<file path="src/rtl/p_div_if.sv">
// Request/result bundle for the p_div serial divider.
// Handshake: in_valid is sampled only while busy=0; a result is a one-cycle out_valid pulse.
interface p_div_if;
  logic        in_valid;
  logic [95:0] in_dividend;
  logic [47:0] in_divisor;
  logic        busy;
  logic        out_valid;
  logic [95:0] out_quot;
  logic [47:0] out_rem;
  logic        out_dz;
  logic [1:0]  dbg_state;

  modport master (
    output in_valid, in_dividend, in_divisor,
    input  busy, out_valid, out_quot, out_rem, out_dz, dbg_state
  );

  modport slave (
    input  in_valid, in_dividend, in_divisor,
    output busy, out_valid, out_quot, out_rem, out_dz, dbg_state
  );
endinterface

</file>
<file path="src/rtl/p_div.sv">
// 96/48-bit unsigned restoring divider, one quotient bit per cycle, MSB first.
// Divide-by-zero short-circuits straight to DONE with a flagged result.
module p_div (
  input  logic      clk,
  input  logic      rst_n,
  p_div_if.slave    bus
);
  typedef enum logic [1:0] {
    IDLE = 2'd0,
    CALC = 2'd1,
    DONE = 2'd2
  } state_t;

  state_t      state, state_nxt;

  // quot_q starts as the dividend: its MSB feeds the partial remainder while
  // each new quotient bit enters at the LSB, so after 96 steps it holds the quotient.
  logic [95:0] quot_q, quot_nxt;
  logic [47:0] prem_q, prem_nxt;
  logic [47:0] dvs_q, dvs_nxt;
  logic [6:0]  cnt_q, cnt_nxt;

  logic [95:0] res_quot_q, res_quot_nxt;
  logic [47:0] res_rem_q, res_rem_nxt;
  logic        res_dz_q, res_dz_nxt;

  logic [48:0] trial;
  logic [47:0] sub;
  logic        q_bit;
  logic [47:0] rem_step;
  logic [95:0] quot_step;
  logic        last_step;

  // The partial remainder is always < divisor, so the 49-bit trial value's
  // difference fits in 48 bits whenever the subtraction is taken.
  always_comb begin
    trial     = {prem_q, quot_q[95]};
    q_bit     = (trial >= {1'b0, dvs_q});
    sub       = trial[47:0] - dvs_q;
    rem_step  = q_bit ? sub : trial[47:0];
    quot_step = {quot_q[94:0], q_bit};
    last_step = (cnt_q == 7'd95);
  end

  always_ff @(posedge clk or negedge rst_n) begin
    if (!rst_n) state <= IDLE;
    else        state <= state_nxt;
  end

  always_comb begin
    state_nxt    = state;
    quot_nxt     = quot_q;
    prem_nxt     = prem_q;
    dvs_nxt      = dvs_q;
    cnt_nxt      = cnt_q;
    res_quot_nxt = res_quot_q;
    res_rem_nxt  = res_rem_q;
    res_dz_nxt   = res_dz_q;
    case (state)
      IDLE: begin
        if (bus.in_valid) begin
          quot_nxt = bus.in_dividend;
          prem_nxt = '0;
          dvs_nxt  = bus.in_divisor;
          cnt_nxt  = '0;
          if (bus.in_divisor == '0) begin
            state_nxt    = DONE;
            res_quot_nxt = '1;
            res_rem_nxt  = bus.in_dividend[47:0];
            res_dz_nxt   = 1'b1;
          end else begin
            state_nxt = CALC;
          end
        end
      end
      CALC: begin
        quot_nxt = quot_step;
        prem_nxt = rem_step;
        cnt_nxt  = cnt_q + 7'd1;
        if (last_step) begin
          state_nxt    = DONE;
          res_quot_nxt = quot_step;
          res_rem_nxt  = rem_step;
          res_dz_nxt   = 1'b0;
        end
      end
      DONE: begin
        // Result registers return to zero so outputs read 0 outside out_valid.
        state_nxt    = IDLE;
        res_quot_nxt = '0;
        res_rem_nxt  = '0;
        res_dz_nxt   = 1'b0;
      end
      default: begin
        state_nxt = IDLE;
      end
    endcase
  end

  always_ff @(posedge clk or negedge rst_n) begin
    if (!rst_n) begin
      quot_q     <= '0;
      prem_q     <= '0;
      dvs_q      <= '0;
      cnt_q      <= '0;
      res_quot_q <= '0;
      res_rem_q  <= '0;
      res_dz_q   <= 1'b0;
    end else begin
      quot_q     <= quot_nxt;
      prem_q     <= prem_nxt;
      dvs_q      <= dvs_nxt;
      cnt_q      <= cnt_nxt;
      res_quot_q <= res_quot_nxt;
      res_rem_q  <= res_rem_nxt;
      res_dz_q   <= res_dz_nxt;
    end
  end

  assign bus.busy      = (state != IDLE);
  assign bus.out_valid = (state == DONE);
  assign bus.out_quot  = res_quot_q;
  assign bus.out_rem   = res_rem_q;
  assign bus.out_dz    = res_dz_q;
  assign bus.dbg_state = state;
endmodule

</file>
<file path="src/flat_wrapper.sv">
// flat-port wrapper written by rule: the top's interface ports become plain ports
module p_div_flat 
  (clk, rst_n, bus_in_valid, bus_in_dividend, bus_in_divisor, bus_busy, bus_out_valid, bus_out_quot, bus_out_rem, bus_out_dz, bus_dbg_state);
  p_div_if bus_i ();
  input  logic clk;
  input  logic rst_n;
  input wire logic [$bits(bus_i.in_valid)-1:0] bus_in_valid;
  input wire logic [$bits(bus_i.in_dividend)-1:0] bus_in_dividend;
  input wire logic [$bits(bus_i.in_divisor)-1:0] bus_in_divisor;
  output wire logic [$bits(bus_i.busy)-1:0] bus_busy;
  output wire logic [$bits(bus_i.out_valid)-1:0] bus_out_valid;
  output wire logic [$bits(bus_i.out_quot)-1:0] bus_out_quot;
  output wire logic [$bits(bus_i.out_rem)-1:0] bus_out_rem;
  output wire logic [$bits(bus_i.out_dz)-1:0] bus_out_dz;
  output wire logic [$bits(bus_i.dbg_state)-1:0] bus_dbg_state;
  assign bus_i.in_valid = bus_in_valid;
  assign bus_i.in_dividend = bus_in_dividend;
  assign bus_i.in_divisor = bus_in_divisor;
  assign bus_busy = bus_i.busy;
  assign bus_out_valid = bus_i.out_valid;
  assign bus_out_quot = bus_i.out_quot;
  assign bus_out_rem = bus_i.out_rem;
  assign bus_out_dz = bus_i.out_dz;
  assign bus_dbg_state = bus_i.dbg_state;
  p_div u_core (.clk(clk), .rst_n(rst_n), .bus(bus_i));
endmodule
</file>
<file path="config.mk">
export PLATFORM = sky130hd
export DESIGN_NAME = p_div_flat
export DESIGN_NICKNAME = d
export VERILOG_FILES = /design/src/rtl/p_div_if.sv /design/src/rtl/p_div.sv /design/src/flat_wrapper.sv
export SDC_FILE = /design/constraint.sdc
export NUM_CORES = 1
export LEC_CHECK = 0
export CORE_MARGIN = 2
export CORE_UTILIZATION = 54
export DETAILED_ROUTE_END_ITERATION = 8
export PLACE_DENSITY = 0.83
export SKIP_CTS_REPAIR_TIMING = 1
export SLEW_MARGIN = 20
export SYNTH_ARGS = -nofsm -noshare
export SYNTH_HDL_FRONTEND = slang
export SYNTH_SLANG_ARGS = --single-unit
</file>
<file path="constraint.sdc">
create_clock -name clk -period 3.75 [get_ports clk]
set_input_delay 0.75 -clock clk [delete_from_list [all_inputs] [get_ports clk]]
set_output_delay 0.75 -clock clk [all_outputs]
set_load 0.01 [all_outputs]
</file>
==> flow_summary.yaml <==
sta:
  max_slew_margin: 0.3722
  finalClockSkew_ns: 0.01455
  max_freq_mhz: 285.3
  worst_slack_ns: 0.2450
  rsz0062_at_grt: "false"
  setup_viol: 0
  hold_violations: 0
  maxSlewViolCount: 0
  setup_tns_ns: 0
  final.period_utilization: 0.9347
  period_needed_ns: 3.505
  worst_pin_slew_ns: 0.9417
synthesis:
  ys_types: 66
  synth_edf_count: 0
  seq_area_frac_synth: 0.4789
  ys_seq_elements: 346
  synth_warnings: 0
  synth_ff_type: "dfrtp_1"
  avgSynthCellArea_sq_um: 9.290
  synth_cells: 1946
  syn_nets: 2147
  netlist_area_sq_um: 18080
  async_reset_ff_frac: 1.000
cts:
  htreeDepth: 2
  clock_sinks: 346
  clkLatencyLatePin_ns: 0.53
  clkTransAtPathRegs_ns: 0.06
  cts_tree: "done"
  cts-root-buf: "clkbuf_16"
  cts_inserted_buffers: 38
  cts_buffer_depth: 3
final_layout:
  layout-drive-gt1-share: 0.08657
  multi_input_comb_area_sq_um: 8698
  final.fill_count: 2574
  syn2layout_area_growth_pct: 27.61
  layout.cells.non_filler: 2698
  regArea_sq_um: 8658
  nets: 2413
  fin_util: 0.6932
floorplanning:
  fp.coreArea_sq_um: 33280
  io_pins: 296
  initial_utilization: 0.5432
  row_count: 67
  die_h_microns: 187.0
  die_x_microns: 187.0
  dieArea_sq_um: 34960
detailed_routing:
  drt-total-wl_microns: 53710
  drc: 0
  firstDrtPassIters: 7
  first_iter_violations: 1347
  drt.antenna.violating_nets: 0
  via_per_inst: 5.873
  wire_per_inst_microns: 19.91
  via_count: 15845
placement:
  pre_cts_ws_ns: 0.1491
  dpl.hpwl_microns: 38940
  placed_cells: 2620
  portBuffers: 295
  gp_congestion: 0.9711
power:
  clock_power_share: 0.184
  power_density_nw_per_um2: 879.9
  power_frac_seq: 0.320
  vdd_drop_max_mv: 0.7547
  intPower_w: 0.01196
  combPwrFrac: 0.496
  p_leak_nw: 10.56
  sw_frac_of_total: 0.4108
  p_switching_w: 0.008338
global_routing:
  grt_pass1_vias: 15754
  gr-total-overflow: 0
  grt_pass1_wl_microns: 85830
  antenna_found_initial: 12
  gr-usage-all-layers: 0.3055
  grt_max_degree: 136
setup_path:
  required_ns: 4.17
  critPathCaptureType: "flop"
  critPathArrivalTime_ns: 3.92
  r2r_setup_slack_ns: 0.25
  cp_max_fo: 15
  worstSetupPathType: "flop to flop"
  cp-start-kind: "flop"
run_status:
  status: "finished clean"
worst_hold_path:
  hp-class: "input port to asynchronous set/reset pin"
flow_run:
  drv_cap: 0
[cells in the final DEF (no fill, tap or decap), types with 3 or more instances in the layout]
master / instances
dfrtp_1: 346
o21ai_0: 326
nand2_1: 304
clkdlybuf4s50_1: 294
a21oi_1: 196
mux2i_1: 129
inv_1: 66
ha_1: 52
mux2_2: 50
buf_4: 50
nor2_1: 44
clkbuf_16: 39
o21a_1: 29
and3_1: 27
a21o_1: 26
xnor2_1: 25
xor2_1: 24
nand3_1: 20
nand4_1: 19
buf_12: 15
nor4_1: 13
clkbuf_1: 11
o21bai_1: 10
diode_2: 9
a31oi_1: 8
o211ai_1: 7
and2_0: 7
clkbuf_8: 7
clkinv_2: 7
nor3_1: 6
a211oi_1: 6
a221oi_1: 6
and2_1: 5
nand2b_1: 3
nor2b_1: 3
a22o_1: 3
or3_1: 3
[critical path: stages, from the launching register on]
cell      delay, ns
dfrtp_1        0.35
inv_1          0.05
ha_1           0.37
a21o_1         0.21
a31o_2         0.23
a311o_1        0.39
o21bai_1       0.28
a211o_1        0.22
nand3_2        0.13
nand3_4        0.24
buf_4          0.27
mux2i_1        0.38
o21ai_0        0.15
o21a_1         0.12
[metrics by stage]
stage               area [sq um]  power [W]  hold WS (ns)
detailed placement         21780    0.01645        0.4691
floorplan                  18080    0.01229        0.4498
finish                     23070    0.02030        0.2676
global route               23070    0.02164        0.3275
global placement           21780    0.01610        0.4606
CTS                        23020    0.02029        0.3157
[state kept, by name, summed over array words and instances (netlist names)]
| name | cells |
|---|---|
| u_core.bus.dbg_state | 2 |
| u_core.bus.out_dz | 1 |
| u_core.bus.out_quot | 96 |
| u_core.bus.out_rem | 48 |
| u_core.cnt_q | 7 |
| u_core.dvs_q | 48 |
| u_core.prem_q | 48 |
| u_core.quot_q | 96 |
[metal layers]
layer / wire length, microns / track usage / up-vias
met3: 4033 / 0.05441 / 140
li1: - / - / 7370
met4: 1907 / 0.1175 / 6
met2: 25040 / 0.4867 / 648
met5: 39 / 0 / -
met1: 22700 / 0.4190 / 7681
[kinds of logic (layout without fill, tap and decap cells)]
kind of cell,count (synthesis),in the layout,share of synthesized area
AOI/OAI and AO/OA,648,648,0.1997
xor gates and xnor gates,49,49,0.02374
adders and majority gates,54,54,0.03779
buffers and inverters,200,495,0.04353
DFF,346,346,0.4789
muxes,179,179,0.1026
other,0,9,0
and+or+nand+nor,470,470,0.1138
[layout make-up]
| cell class | count | area share |
|---|---|---|
| multi-input combinational | 1400 | 0.3770 |
| clock buffer | 57 | 0.04827 |
| clock inverter | 12 | 0.005857 |
| tap | 448 | 0.02430 |
| inverter | 66 | 0.01074 |
| timing repair buffer | 360 | 0.1575 |
| sequential | 346 | 0.3753 |
| antenna | 9 | 0.0009762 |
[cells in the mapped netlist (6+ instances only)]
library cell / number / share of area
nor4_1: 13 / 0.0045
a31oi_1: 8 / 0.0028
a21o_1: 26 / 0.011
clkbuf_1: 114 / 0.024
a21oi_1: 196 / 0.054
nor2_1: 45 / 0.0093
mux2_2: 50 / 0.031
and2_0: 8 / 0.0028
and3_1: 27 / 0.0093
mux2i_1: 129 / 0.071
dfrtp_1: 346 / 0.48
nor3_1: 6 / 0.0017
o21a_1: 29 / 0.012
nand2_1: 306 / 0.064
o211ai_1: 7 / 0.0029
a221oi_1: 6 / 0.0029
xnor2_1: 25 / 0.012
a211oi_1: 8 / 0.0033
xor2_1: 24 / 0.012
o21bai_1: 10 / 0.0042
nand3_1: 20 / 0.0055
ha_1: 53 / 0.037
buf_1: 7 / 0.0015
o21ai_0: 327 / 0.091
nand4_1: 19 / 0.0066
inv_1: 66 / 0.014
[power by group through the flow]
stage          clock network (W)  registers, W  logic (W)
3_3_place_gp                   0       0.00644    0.00965
6_report                 0.00373       0.00650     0.0101
4_1_cts                  0.00380       0.00648     0.0100
2_1_floorplan                  0       0.00660    0.00569
5_1_grt                  0.00393       0.00669     0.0110
3_5_place_dp                   0       0.00653    0.00993
[path summary, 6_finish.rpt]
kind,startpoint,end,cells past startpoint
worst max-delay path,u_core.dvs_q[8],u_core.bus.out_rem[17],13
worst min-delay path,rst_n,u_core.dvs_q[17],1
worst max register to register,u_core.dvs_q[8],u_core.bus.out_rem[17],13
worst min register to register,u_core.bus.out_quot[22],u_core.bus.out_quot[22],2
max in group asynchronous,rst_n,u_core.bus.out_rem[2],2
min in group clk,u_core.bus.out_quot[22],u_core.bus.out_quot[22],2
(Power assumes the default switching activity.)
